`config.mk`:
```
export PLATFORM = sky130hd
export DESIGN_NAME = dmem_lsu
export DESIGN_NICKNAME = d
export VERILOG_FILES = /design/src/rtl/dmem_lsu_pkg.sv /design/src/rtl/dmem_lsu_check.sv /design/src/rtl/dmem_lsu.sv
export SDC_FILE = /design/constraint.sdc
export NUM_CORES = 1
export LEC_CHECK = 0
export ABC_AREA = 0
export BUFFER_PORTS_ARGS = -buffer_cell sky130_fd_sc_hd__buf_4
export CAP_MARGIN = 15
export CORE_UTILIZATION = 30
export DETAILED_ROUTE_END_ITERATION = 6
export GPL_TIMING_DRIVEN = 0
export SYNTH_ARGS = -nofsm -noshare
export SYNTH_HDL_FRONTEND = slang
export SYNTH_HIERARCHICAL = 1
export SYNTH_SLANG_ARGS = --single-unit
```
`constraint.sdc`:
```
create_clock -name clk -period 1.8 [get_ports clk]
set_input_delay 0.18 -clock clk [delete_from_list [all_inputs] [get_ports clk]]
set_output_delay 0.18 -clock clk [all_outputs]
set_load 0.1 [all_outputs]
```
`src/rtl/dmem_lsu_pkg.sv`:
```
// Shared definitions for the data-memory load/store unit: funct3 codes,
// FSM encoding and the legality/alignment helper functions.
package dmem_lsu_pkg;

    localparam logic [2:0] F3_B  = 3'b000;
    localparam logic [2:0] F3_H  = 3'b001;
    localparam logic [2:0] F3_W  = 3'b010;
    localparam logic [2:0] F3_BU = 3'b100;
    localparam logic [2:0] F3_HU = 3'b101;

    localparam logic [1:0] ST_IDLE   = 2'd0;
    localparam logic [1:0] ST_ACCESS = 2'd1;
    localparam logic [1:0] ST_RESP   = 2'd2;

    typedef enum logic [1:0] {
        IDLE   = ST_IDLE,
        ACCESS = ST_ACCESS,
        RESP   = ST_RESP
    } state_e;

    // Stores only have signed widths; loads add the unsigned byte/half forms.
    function automatic logic legal_op(input logic store, input logic [2:0] funct3);
        logic ok;
        ok = 1'b0;
        case (funct3)
            F3_B, F3_H, F3_W: ok = 1'b1;
            F3_BU, F3_HU:     ok = !store;
            default:          ok = 1'b0;
        endcase
        return ok;
    endfunction

    // Byte accesses can never be misaligned; halves need bit 0 clear, words both bits.
    function automatic logic misaligned(input logic [2:0] funct3, input logic [1:0] addr_lo);
        logic bad;
        bad = 1'b0;
        case (funct3)
            F3_H, F3_HU: bad = addr_lo[0];
            F3_W:        bad = (addr_lo != 2'b00);
            default:     bad = 1'b0;
        endcase
        return bad;
    endfunction

endpackage

```
`src/rtl/dmem_lsu_check.sv`:
```
// Combinational request decode: flags an operation that must be rejected
// without touching memory (unsupported funct3 or misaligned address).
module dmem_lsu_check (
    input  logic       store,
    input  logic [2:0] funct3,
    input  logic [1:0] addr_lo,
    output logic       err
);
    import dmem_lsu_pkg::*;

    // An op is rejected if its width code is illegal or its address is misaligned.
    always_comb begin
        err = !legal_op(store, funct3) || misaligned(funct3, addr_lo);
    end

endmodule

```
`src/rtl/dmem_lsu.sv`:
```
// Load/store unit driving the data-memory port: accepts one op per handshake,
// runs a single-cycle memory access and returns a tagged response.
module dmem_lsu #(
    parameter int D_WIDTH = 32,
    parameter int A_WIDTH = 8
) (
    input  logic               clk,
    input  logic               rst_n,
    input  logic               req_valid,
    output logic               req_ready,
    input  logic               req_store,
    input  logic [2:0]         req_funct3,
    input  logic [31:0]        req_addr,
    input  logic [D_WIDTH-1:0] req_wdata,
    input  logic [4:0]         req_rd,
    output logic               resp_valid,
    input  logic               resp_ready,
    output logic [D_WIDTH-1:0] resp_rdata,
    output logic [4:0]         resp_rd,
    output logic               resp_err,
    output logic               mem_cs,
    output logic               mem_load_store,
    output logic [2:0]         mem_funct3,
    output logic [A_WIDTH-1:0] mem_addr,
    output logic [D_WIDTH-1:0] mem_wdata,
    input  logic [D_WIDTH-1:0] mem_rdata
);
    import dmem_lsu_pkg::*;

    state_e             state_q, state_d;
    logic [D_WIDTH-1:0] resp_rdata_q, resp_rdata_d;
    logic [4:0]         resp_rd_q, resp_rd_d;
    logic               resp_err_q, resp_err_d;
    logic               mem_cs_q, mem_cs_d;
    logic               mem_load_store_q, mem_load_store_d;
    logic [2:0]         mem_funct3_q, mem_funct3_d;
    logic [A_WIDTH-1:0] mem_addr_q, mem_addr_d;
    logic [D_WIDTH-1:0] mem_wdata_q, mem_wdata_d;
    logic               req_err;
    logic               unused_addr_hi;

    // Address bits above the word index are intentionally ignored.
    assign unused_addr_hi = ^req_addr[31:A_WIDTH+2];

    dmem_lsu_check u_check (
        .store   (req_store),
        .funct3  (req_funct3),
        .addr_lo (req_addr[1:0]),
        .err     (req_err)
    );

    // Next-state and datapath: errors skip ACCESS, loads capture raw memory data.
    always_comb begin
        state_d          = state_q;
        resp_rdata_d     = resp_rdata_q;
        resp_rd_d        = resp_rd_q;
        resp_err_d       = resp_err_q;
        mem_cs_d         = mem_cs_q;
        mem_load_store_d = mem_load_store_q;
        mem_funct3_d     = mem_funct3_q;
        mem_addr_d       = mem_addr_q;
        mem_wdata_d      = mem_wdata_q;
        case (state_q)
            IDLE: begin
                if (req_valid) begin
                    resp_rd_d = req_rd;
                    if (req_err) begin
                        resp_err_d   = 1'b1;
                        resp_rdata_d = '0;
                        state_d      = RESP;
                    end else begin
                        resp_err_d       = 1'b0;
                        mem_cs_d         = 1'b1;
                        mem_load_store_d = req_store;
                        mem_funct3_d     = req_funct3;
                        mem_addr_d       = req_addr[A_WIDTH+1:2];
                        mem_wdata_d      = req_wdata;
                        state_d          = ACCESS;
                    end
                end
            end
            ACCESS: begin
                mem_cs_d     = 1'b0;
                resp_rdata_d = mem_load_store_q ? '0 : mem_rdata;
                state_d      = RESP;
            end
            RESP: begin
                if (resp_ready) begin
                    state_d = IDLE;
                end
            end
            default: begin
                mem_cs_d = 1'b0;
                state_d  = IDLE;
            end
        endcase
    end

    // State and output registers; reset drops mem_cs at once and discards any op.
    always_ff @(posedge clk or negedge rst_n) begin
        if (!rst_n) begin
            state_q          <= IDLE;
            resp_rdata_q     <= '0;
            resp_rd_q        <= '0;
            resp_err_q       <= 1'b0;
            mem_cs_q         <= 1'b0;
            mem_load_store_q <= 1'b0;
            mem_funct3_q     <= '0;
            mem_addr_q       <= '0;
            mem_wdata_q      <= '0;
        end else begin
            state_q          <= state_d;
            resp_rdata_q     <= resp_rdata_d;
            resp_rd_q        <= resp_rd_d;
            resp_err_q       <= resp_err_d;
            mem_cs_q         <= mem_cs_d;
            mem_load_store_q <= mem_load_store_d;
            mem_funct3_q     <= mem_funct3_d;
            mem_addr_q       <= mem_addr_d;
            mem_wdata_q      <= mem_wdata_d;
        end
    end

    assign req_ready      = (state_q == IDLE);
    assign resp_valid     = (state_q == RESP);
    assign resp_rdata     = resp_rdata_q;
    assign resp_rd        = resp_rd_q;
    assign resp_err       = resp_err_q;
    assign mem_cs         = mem_cs_q;
    assign mem_load_store = mem_load_store_q;
    assign mem_funct3     = mem_funct3_q;
    assign mem_addr       = mem_addr_q;
    assign mem_wdata      = mem_wdata_q;

endmodule

```
==> out/metrics.csv <==
stage,metric,value,unit
placement,dp_hpwl,5.84,mm
cts,cts_tree,yes,
route,postRouteAntennaNets,0,
synth,synthTopCellsByCount,"dfrtp_1 (85), mux2_4 (38), a32o_1 (32)",
timing,report.final.hold_viol_count,0,
floorplan,initial_core_util,0.313,
floorplan,dieHeight,109,µm
cts,h-tree-depth,3,
cts,cts_max_path_buffers,2,
timing,tns,0,ns
cts,cts_sinks,85,
route,wl,8.32,mm
placement,port_buffers,171,
critical_path,worstPathMaxFanout,10,
synth,synth_area,3440,µm²
cts,numCtsBuffers,9,
critical_path,cp.required,2.01,ns
final_layout,drive_above_1_share,0.651,
floorplan,io_pins,194,
global_route,overflow,0,
final_layout,n_antenna_cell,0,
cts,clk_latency,0.33,ns
synth,synth_area_leaders,"dfrtp_1 (62%), mux2_4 (17%), a32o_1 (9.3%), mux2_2 (3.6%), buf_12 (2.3%)",
timing,tightest_slew,0.511,ns
timing,grt_setup_unrepaired,no,
timing,skew,0.00340,ns
critical_path,worstPathArrival,1.80,ns
synth,netlist_instances,199,
synth,netlist.area_leader.share,0.618,
final_layout,area_growth,51.7,%
critical_path,rrSetupSlack,0.21,ns
global_route,grt_pass1_vias,2522,
critical_path,crit_path_end_kind,flip-flop,
synth,synth_warnings,6,
final_layout,stdcell_area,5220,µm²
timing,setup_viol,0,
synth,synthDistinctLibCells,22,
synth,seq_area_frac_synth,0.618,
route,vias_per_cell,4.66,
outcome,status,finished clean,
synth,async_flop_share,1.00,
route,vias,2457,
synth,yosysMostFrequentCell,dfrtp_1,
route,drt_pass1_iterations,5,
placement,dpl-instance-area,4900,µm²
route,first_iter_violations,54,
synth,synth_edf_count,0,
floorplan,core.rowCount,38,
timing,fin_crit_sh,0.886,
timing,fmax,0.627,GHz
critical_path,start_kind,flip-flop,
synth,synth_seq_cells,85,
global_route,grt_max_degree,86,
synth,ys.flop_type,dfrtp_1,
placement,routabilityCongestion,0.698,
floorplan,core_area,11000,µm²
global_route,antenna_found_initial,0,
global_route,grt_pass1_wl,12.9,mm
floorplan,die_area,11900,µm²
synth,avgSynthCellArea,17.3,µm²
route,drc,0,
global_route,grtUsageTotal,0.143,
synth,syn-num-nets,308,
floorplan,die_w,109,µm
placement,place_ws,0.0213,ns
final_layout,layout.nets,492,
timing,period_minus_slack,1.59,ns
critical_path,path_class,flip-flop to flip-flop,
timing,drv_slew,0,
cts,cts-root-buf,clkbuf_16,
job,drv_cap,0,
min_path,holdCritPathClass,input pin to flip-flop,
cts,path_clk_slew,0.06,ns
timing,relSlewSlack,0.659,
route,wire_per_inst,15.8,µm
timing,worst_slack,0.206,ns
synth,synth_area_leader_cell,dfrtp_1,
[flip-flops by register name (all words and copies together) (netlist names)]
signal and flops:
mem_addr 8, mem_cs 1, mem_funct3 3, mem_load_store 1, mem_wdata 32, resp_err 1, resp_rd 5, resp_rdata 32
state_q 2
[path summary, 6_finish.rpt]
check	cells after the start	from	to
hold / removal	2	mem_rdata[5]	resp_rdata[5]
hold reg to reg	1	mem_wdata[1]	mem_wdata[1]
setup reg to reg	5	state_q[0]	mem_wdata[15]
max in group asynchronous	3	rst_n	resp_rdata[22]
setup / recovery	5	state_q[0]	mem_wdata[15]
min in group asynchronous	2	rst_n	mem_wdata[23]
[layout by cell type, fill, tap and decap left out, drive strengths merged, types with 2 or more instances in the layout]
cell,instances
mux2,49
nor3b,2
buf,180
a21oi,2
clkinv,5
dfrtp,85
nor2,2
a32o,32
clkbuf,17
[final cells by class]
cell class,count,area [µm²]
plain buffers,16,149
inverters,1,3.75
flip-flops and latches,85,2130
clock buffers,9,225
clock inverters,6,55.1
multi-input cells,97,1160
well taps,140,175
fillers,997,5760
repair buffers,173,1320
[per-layer routing]
metal	GRT usage	up-vias	wire length, µm
li1	-	1123	-
met1	0.187	1199	3700
met2	0.209	122	3720
met3	0.0550	13	750
met4	0.0579	0	153
met5	0	-	0
[critical path, stage by stage (launching register included)]
cell,delay (ns)
dfrtp_1,0.37
buf_6,0.14
nor4b_4,0.27
buf_6,0.22
buf_12,0.17
mux2_4,0.30
[per-stage QoR]
stage / cells / hold WS [ns] / util
detailed placement: 510 / 0.401 / 0.446
finish: 527 / 0.0645 / 0.475
CTS: 525 / 0.0494 / 0.472
global route: 527 / 0.0535 / 0.475
floorplan: 199 / -0.116 / -
global placement: 510 / 0.397 / 0.446
[repair_timing]
action / CTS / global route
setup buffers: 0 / 0
hold buffers: 0 / 1
resized for setup: 0 / 0
hold endpoints to repair: 0 / 38
[cell families (layout without fill, tap and decap cells)]
logic type / Yosys count / after routing / synth area share
flops: 85 / 85 / 0.618
mux: 49 / 49 / 0.202
compound gates: 37 / 37 / 0.105
buf+inv: 17 / 205 / 0.0444
simple gates: 11 / 11 / 0.0302
Power is not shown: default switching activity piles up to over one toggle a cycle in this logic, so the estimate is an artifact.
